[config.mk]
export PLATFORM = sky130hd
export DESIGN_NAME = systolic_seq_ctrl_flat
export DESIGN_NICKNAME = d
export VERILOG_FILES = /design/src/rtl/systolic_seq_ctrl_pkg.sv /design/src/rtl/systolic_seq_ctrl_if.sv /design/src/rtl/systolic_seq_ctrl_lane_mux.sv /design/src/rtl/systolic_seq_ctrl.sv /design/src/flat_wrapper.sv
export SDC_FILE = /design/constraint.sdc
export NUM_CORES = 1
export LEC_CHECK = 0
export ABC_AREA = 1
export CAP_MARGIN = 20
export CORE_MARGIN = 4
export CORE_UTILIZATION = 45
export DETAILED_ROUTE_END_ITERATION = 10
export GPL_ROUTABILITY_DRIVEN = 0
export GPL_TIMING_DRIVEN = 0
export PLACE_DENSITY_LB_ADDON = 0.25
export SYNTH_ARGS = -nofsm -noshare
export SYNTH_HDL_FRONTEND = slang
export SYNTH_SLANG_ARGS = --single-unit
[constraint.sdc]
create_clock -name clk -period 2.2 [get_ports clk]
set_input_delay 0.44 -clock clk [delete_from_list [all_inputs] [get_ports clk]]
set_output_delay 0.44 -clock clk [all_outputs]
set_load 0.03 [all_outputs]
[src/rtl/systolic_seq_ctrl_pkg.sv]
// rtl/systolic_seq_ctrl_pkg.sv - state encoding and derived sizes shared by the systolic sequencer
package systolic_seq_ctrl_pkg;

   typedef enum logic [1:0] {
      ST_IDLE  = 2'd0,
      ST_CLEAR = 2'd1,
      ST_FEED  = 2'd2,
      ST_DRAIN = 2'd3
   } state_t;

   localparam int N_DEF     = 3;
   localparam int DW_DEF    = 8;
   localparam int CW_DEF    = 17;
   localparam int SKEW_DEF  = 1;
   localparam int DRAIN_DEF = 2 * N_DEF;

   // skewed lanes need N-1 extra cycles before the last lane has emptied
   function automatic int calc_feed_len(input int n, input int skew);
      return (skew != 0) ? 2 * n - 1 : n;
   endfunction

   // phase counter must hold the longest phase index of FEED or DRAIN
   function automatic int calc_cnt_w(input int n, input int skew, input int drain);
      int m;
      m = calc_feed_len(n, skew);
      if (drain > m) m = drain;
      return $clog2(m + 1);
   endfunction

   localparam int FEED_LEN = calc_feed_len(N_DEF, SKEW_DEF);
   localparam int CNT_W    = calc_cnt_w(N_DEF, SKEW_DEF, DRAIN_DEF);

endpackage

[src/rtl/systolic_seq_ctrl_if.sv]
// rtl/systolic_seq_ctrl_if.sv - host-side load/start/result bus of the systolic sequencer
interface systolic_seq_ctrl_if
   import systolic_seq_ctrl_pkg::*;
#(
   parameter int N  = N_DEF,
   parameter int DW = DW_DEF,
   parameter int CW = CW_DEF
);
   localparam int IW = (N > 1) ? $clog2(N) : 1;

   logic              ld_valid;
   logic              ld_sel;
   logic [IW-1:0]     ld_row;
   logic [IW-1:0]     ld_col;
   logic [DW-1:0]     ld_data;
   logic              ld_ready;
   logic              start;
   logic              busy;
   logic              done;
   logic              res_valid;
   logic [N*N*CW-1:0] res_data;

   modport master (
      output ld_valid, ld_sel, ld_row, ld_col, ld_data, start,
      input  ld_ready, busy, done, res_valid, res_data
   );

   modport slave (
      input  ld_valid, ld_sel, ld_row, ld_col, ld_data, start,
      output ld_ready, busy, done, res_valid, res_data
   );

endinterface

[src/rtl/systolic_seq_ctrl_lane_mux.sv]
// rtl/systolic_seq_ctrl_lane_mux.sv - element one operand lane drives in a given feed cycle
module systolic_lane_mux
   import systolic_seq_ctrl_pkg::*;
#(
   parameter int N    = N_DEF,
   parameter int DW   = DW_DEF,
   parameter int SKEW = SKEW_DEF,
   parameter int LANE = 0,
   parameter int TW   = CNT_W
) (
   input  logic [TW-1:0]   t,
   input  logic [N*DW-1:0] vec,
   output logic [DW-1:0]   elem
);

   // lane LANE starts LANE*SKEW cycles late and feeds zero outside its N-cycle window
   always_comb begin
      elem = '0;
      for (int k = 0; k < N; k++) begin
         if (int'(t) == k + LANE * SKEW) elem = vec[k*DW +: DW];
      end
   end

endmodule

[src/rtl/systolic_seq_ctrl.sv]
// rtl/systolic_seq_ctrl.sv - operand store, feed sequencer and result capture for the systolic array
module systolic_seq_ctrl
   import systolic_seq_ctrl_pkg::*;
#(
   parameter int N         = N_DEF,
   parameter int DW        = DW_DEF,
   parameter int CW        = CW_DEF,
   parameter int SKEW      = SKEW_DEF,
   parameter int DRAIN_CYC = DRAIN_DEF
) (
   input  logic              clk,
   input  logic              reset,
   systolic_seq_ctrl_if.slave io,
   output logic              arr_clr,
   output logic [N*DW-1:0]   arr_a,
   output logic [N*DW-1:0]   arr_b,
   input  logic [N*N*CW-1:0] arr_c
);

   localparam int FEED_CYC = calc_feed_len(N, SKEW);
   localparam int PW       = calc_cnt_w(N, SKEW, DRAIN_CYC);
   localparam logic [PW-1:0] FEED_LAST  = PW'(FEED_CYC - 1);
   localparam logic [PW-1:0] DRAIN_LAST = PW'(DRAIN_CYC - 1);

   state_t          state, nxt_state;
   logic [PW-1:0]   cnt, nxt_cnt;
   logic            capture;
   logic            ld_ok;
   logic [N*DW-1:0] a_row [N];
   logic [N*DW-1:0] b_col [N];
   logic [N*DW-1:0] mux_a, mux_b;

   assign ld_ok = io.ld_valid && io.ld_ready && (int'(io.ld_row) < N) && (int'(io.ld_col) < N);

   // lane muxes look at the next phase index so the lane outputs can be registered
   for (genvar g = 0; g < N; g++) begin : g_lane
      systolic_lane_mux #(.N(N), .DW(DW), .SKEW(SKEW), .LANE(g), .TW(PW)) u_mux_a (
         .t(nxt_cnt), .vec(a_row[g]), .elem(mux_a[g*DW +: DW])
      );
      systolic_lane_mux #(.N(N), .DW(DW), .SKEW(SKEW), .LANE(g), .TW(PW)) u_mux_b (
         .t(nxt_cnt), .vec(b_col[g]), .elem(mux_b[g*DW +: DW])
      );
   end

   // next state and phase index; counter restarts from zero on every state entry
   always_comb begin
      nxt_state = state;
      nxt_cnt   = cnt;
      capture   = 1'b0;
      case (state)
         ST_IDLE: begin
            if (io.start) begin
               nxt_state = ST_CLEAR;
               nxt_cnt   = '0;
            end
         end
         ST_CLEAR: begin
            nxt_state = ST_FEED;
            nxt_cnt   = '0;
         end
         ST_FEED: begin
            if (cnt == FEED_LAST) begin
               nxt_state = ST_DRAIN;
               nxt_cnt   = '0;
            end else begin
               nxt_cnt = cnt + PW'(1);
            end
         end
         ST_DRAIN: begin
            if (cnt == DRAIN_LAST) begin
               nxt_state = ST_IDLE;
               nxt_cnt   = '0;
               capture   = 1'b1;
            end else begin
               nxt_cnt = cnt + PW'(1);
            end
         end
         default: begin
            nxt_state = ST_IDLE;
            nxt_cnt   = '0;
         end
      endcase
   end

   // state register and all registered outputs, decoded from the upcoming state
   always_ff @(posedge clk) begin
      if (reset) begin
         state        <= ST_IDLE;
         cnt          <= '0;
         arr_clr      <= 1'b0;
         arr_a        <= '0;
         arr_b        <= '0;
         io.busy      <= 1'b0;
         io.ld_ready  <= 1'b1;
         io.done      <= 1'b0;
         io.res_valid <= 1'b0;
         io.res_data  <= '0;
      end else begin
         state       <= nxt_state;
         cnt         <= nxt_cnt;
         arr_clr     <= (nxt_state == ST_CLEAR);
         arr_a       <= (nxt_state == ST_FEED) ? mux_a : '0;
         arr_b       <= (nxt_state == ST_FEED) ? mux_b : '0;
         io.busy     <= (nxt_state != ST_IDLE);
         io.ld_ready <= (nxt_state == ST_IDLE);
         io.done     <= capture;
         if (capture) begin
            io.res_data  <= arr_c;
            io.res_valid <= 1'b1;
         end else if (state == ST_IDLE && io.start) begin
            io.res_valid <= 1'b0;
         end
      end
   end

   // operand store: A kept by row and B by column so each lane mux reads one vector
   always_ff @(posedge clk) begin
      if (reset) begin
         for (int i = 0; i < N; i++) begin
            a_row[i] <= '0;
            b_col[i] <= '0;
         end
      end else if (ld_ok) begin
         if (io.ld_sel) b_col[io.ld_col][io.ld_row*DW +: DW] <= io.ld_data;
         else           a_row[io.ld_row][io.ld_col*DW +: DW] <= io.ld_data;
      end
   end

endmodule

[src/flat_wrapper.sv]
// flat-port wrapper written by rule: the top's interface ports become plain ports
module systolic_seq_ctrl_flat import systolic_seq_ctrl_pkg::*;
#(
   parameter int N         = N_DEF,
   parameter int DW        = DW_DEF,
   parameter int CW        = CW_DEF,
   parameter int SKEW      = SKEW_DEF,
   parameter int DRAIN_CYC = DRAIN_DEF
)
  (clk, reset, arr_clr, arr_a, arr_b, arr_c, io_ld_valid, io_ld_sel, io_ld_row, io_ld_col, io_ld_data, io_start, io_ld_ready, io_busy, io_done, io_res_valid, io_res_data);
  systolic_seq_ctrl_if #(.N(N), .DW(DW), .CW(CW)) io_i ();
  input  logic clk;
  input  logic reset;
  output logic arr_clr;
  output logic [N*DW-1:0] arr_a;
  output logic [N*DW-1:0] arr_b;
  input  logic [N*N*CW-1:0] arr_c;
  input wire logic [$bits(io_i.ld_valid)-1:0] io_ld_valid;
  input wire logic [$bits(io_i.ld_sel)-1:0] io_ld_sel;
  input wire logic [$bits(io_i.ld_row)-1:0] io_ld_row;
  input wire logic [$bits(io_i.ld_col)-1:0] io_ld_col;
  input wire logic [$bits(io_i.ld_data)-1:0] io_ld_data;
  input wire logic [$bits(io_i.start)-1:0] io_start;
  output wire logic [$bits(io_i.ld_ready)-1:0] io_ld_ready;
  output wire logic [$bits(io_i.busy)-1:0] io_busy;
  output wire logic [$bits(io_i.done)-1:0] io_done;
  output wire logic [$bits(io_i.res_valid)-1:0] io_res_valid;
  output wire logic [$bits(io_i.res_data)-1:0] io_res_data;
  assign io_i.ld_valid = io_ld_valid;
  assign io_i.ld_sel = io_ld_sel;
  assign io_i.ld_row = io_ld_row;
  assign io_i.ld_col = io_ld_col;
  assign io_i.ld_data = io_ld_data;
  assign io_i.start = io_start;
  assign io_ld_ready = io_i.ld_ready;
  assign io_busy = io_i.busy;
  assign io_done = io_i.done;
  assign io_res_valid = io_i.res_valid;
  assign io_res_data = io_i.res_data;
  systolic_seq_ctrl #(.N(N), .DW(DW), .CW(CW), .SKEW(SKEW), .DRAIN_CYC(DRAIN_CYC)) u_core (.clk(clk), .reset(reset), .io(io_i), .arr_clr(arr_clr), .arr_a(arr_a), .arr_b(arr_b), .arr_c(arr_c));
endmodule
==> impl_metrics.yaml <==
route:
  viasPerCell: 5.07
  initialDrtViolationCount: 1093
  drt-pass1-iter-count: 7
  ant_nets: 0
  routed_wirelength_um: 45900
  vias: 12600
  drc_errors: 0
  wire_per_inst_um: 18.5
sta:
  max_slew.worst_pin.slew_ns: 0.551
  holdWs_ns: 0.279
  fin_ws_ns: -0.0356
  setup_viol: 24
  drv_slew: 0
  fin_skew_ns: 0.0267
  finalHoldViolCount: 0
  fin_crit_sh_pct: 102
  fmax_mhz: 447
  slew_headroom_pct: 63.3
  rsz0062_at_grt: "yes"
  period_needed_ns: 2.24
pwr:
  p_clk_share_pct: 43.7
  power.density_nw_per_um2: 724
  switchingPower_mw: 3.28
  finalPower_mw: 14.4
  p_seq_share_pct: 48.6
  p_sw_share_pct: 22.8
  combPwrFrac_pct: 7.7
  leakage_nw: 8.31
  p_int_mw: 11.1
  peakVddDrop_v: 0.000558
place:
  dp_hpwl_um: 35200
  placed_area_um2: 18300
  io_buffer_count: 374
  place_ws_ns: -0.799
synth:
  netlist-cell-type-count: 24
  yosysSeqAreaShare_pct: 60.9
  syn_area_per_cell_um2: 8.60
  yosys_warnings: 0
  syn-instance-count: 1630
  ys_seq_elements: 355
  syn_nets: 1818
  synth_area_um2: 14000
setup_path:
  endpoint: "u_core.a_row[2][21]$_SDFFCE_PN0P_"
  timing.rr.start: "u_core.cnt[1]$_SDFF_PP0_"
  cp_max_fo: 9
  reg2regPathDepth: 11
  critPathCaptureType: "flop"
  required_ns: 2.41
  regToRegSetupSlack_ns: 0.10
  crit_type: "in -> reg"
  startpoint: "io_ld_row[1]"
  worstSetupStartpointType: "primary input"
  crit_arrival_ns: 2.45
  r2r-end: "u_core.arr_b[9]$_SDFF_PP0_"
floorplanning:
  ios: 376
  die_area_um2: 34100
  die_w_um: 185
  die_y_um: 185
  rows: 64
  placeableCoreArea_um2: 30700
  start_util_pct: 45.7
cells_and_area:
  final_util_pct: 64.8
  final_common_cell: "nor2_1"
  final_cell_mix: "nor2_1 (521), clkdlybuf4s50_1 (374), dfxtp_1 (209)"
  final_cell_area_um2: 19900
  fill_cells: 2532
  nets: 2241
  area_growth_pct: 41.7
  drive_gt1_share_pct: 8.65
global_route:
  grt_pass1_wl_um: 69200
  grt_util_all_layers_pct: 26.2
  first_global_vias: 12400
  grt_max_degree: 15
  grt_overflow_total: 0
  grt_antenna_before_repair: 7
clock_network:
  clock_sinks: 355
  clk_latency_ns: 0.54
  clockRootBuffer: "clkbuf_16"
  cts_tree: "built"
  cts.hold.buffers_added: 0
  numCtsBuffers: 38
  clk_pin_slew_ns: 0.06
  htreeDepth: 2
  clock_path_buffers: 3
flow_run:
  maxCapViolCount: 0
run_status:
  violations: "negative setup slack"
  outcome: "finished with violations"
hold_path:
  min_path_cells: 2
  hold_class: "in -> reg"
==> worst max-delay path, cell delays in order <==
cell             delay, ns
clkdlybuf4s50_1       0.53
ha_1                  0.27
nor4_2                0.31
nand2_1               0.18
nor2_2                0.25
nand2_2               0.22
nand2_2               0.24
==> flip-flops by register name, summed over array words and instances, names as in the netlist <==
name and flops:
u_core.state 2, u_core.a_row 72, u_core.cnt 3, u_core.io.res_data 153, u_core.io.done 1, u_core.arr_clr 1, u_core.io.res_valid 1, u_core.io.busy 1
u_core.io.ld_ready 1, u_core.b_col 72, u_core.arr_b 24, u_core.arr_a 24
==> how the worst min path moves through the flow <==
stage                                     startpoint                          end  slack, ns
CTS                                            reset     u_core.cnt[0]$_SDFF_PP0_       0.27
finish                                         reset     u_core.cnt[0]$_SDFF_PP0_       0.28
global placement    u_core.b_col[1][4]$_SDFFCE_PN0P_  u_core.arr_b[12]$_SDFF_PP0_       0.47
global route                                   reset    u_core.arr_clr$_SDFF_PP0_       0.32
floorplan           u_core.a_row[1][2]$_SDFFCE_PN0P_  u_core.arr_a[10]$_SDFF_PP0_       0.45
detailed placement  u_core.b_col[1][5]$_SDFFCE_PN0P_  u_core.arr_b[13]$_SDFF_PP0_       0.49
==> per-layer routing <==
| metal | GRT usage [%] | vias up | wire length, um |
|---|---|---|---|
| met5 | 0 | - | 75 |
| met4 | 10.3 | 10 | 1770 |
| met3 | 8.21 | 127 | 4180 |
| met2 | 46.2 | 567 | 23000 |
| met1 | 29.5 | 5787 | 16900 |
| li1 | - | 6081 | - |
==> synthesized netlist by cell type (all sizes together) <==
| master | n | area share [%] |
|---|---|---|
| ha | 18 | 1.6 |
| edfxtp | 144 | 31 |
| buf | 32 | 1.2 |
| nor2 | 537 | 15 |
| clkinv | 1 | 0.027 |
| inv | 130 | 3.5 |
| nand3 | 154 | 5.5 |
| nor4 | 1 | 0.045 |
| nand2 | 158 | 4.3 |
| xor2 | 1 | 0.062 |
| dfxtp | 211 | 30 |
| a21oi | 18 | 0.67 |
| clkbuf | 54 | 1.4 |
| o21ai | 171 | 6.1 |
==> metrics by stage <==
step	TNS, ns	std cells
global route	-9.59	2480
detailed placement	-164.32	2400
CTS	-0.0313	2470
floorplan	0	1630
finish	-0.435	2481
global placement	-151.93	2400
==> timing repair <==
action,in CTS,in global routing
cloned,0,0
buffers inserted,1,8
pin swaps,2,4
gates resized for setup,44,76
setup endpoints to repair,239,293
==> logic make-up after synthesis <==
kind of cell / synth area share (%)
buf+inv: 6.13
fa+ha+maj: 1.61
simple gates: 24.5
compound gates: 6.80
xor+xnor: 0.0625
flops: 60.9
==> power by group through the flow <==
stage / Combinational [mW] / Sequential (mW) / Clock, mW
floorplan: 0.433 / 7.16 / 0
global placement: 1.01 / 7.13 / 0
detailed placement: 1.03 / 7.14 / 0
CTS: 1.05 / 7.00 / 6.39
global route: 1.19 / 7.00 / 6.66
finish: 1.10 / 7.00 / 6.29
==> area by class of cell <==
class | instances | area, um2 | share of cell area (%)
inverter | 131 | 494 | 2.49
clock inverter | 18 | 166 | 0.837
tap | 396 | 495 | 2.49
antenna | 3 | 7.51 | 0.0378
timing repair buffer | 383 | 3810 | 19.2
buffer | 86 | 443 | 2.23
clock buffer | 51 | 1070 | 5.40
sequential | 355 | 8550 | 43.0
multi-input combinational | 1058 | 4830 | 24.3
Power figures use the tool's default switching activity.
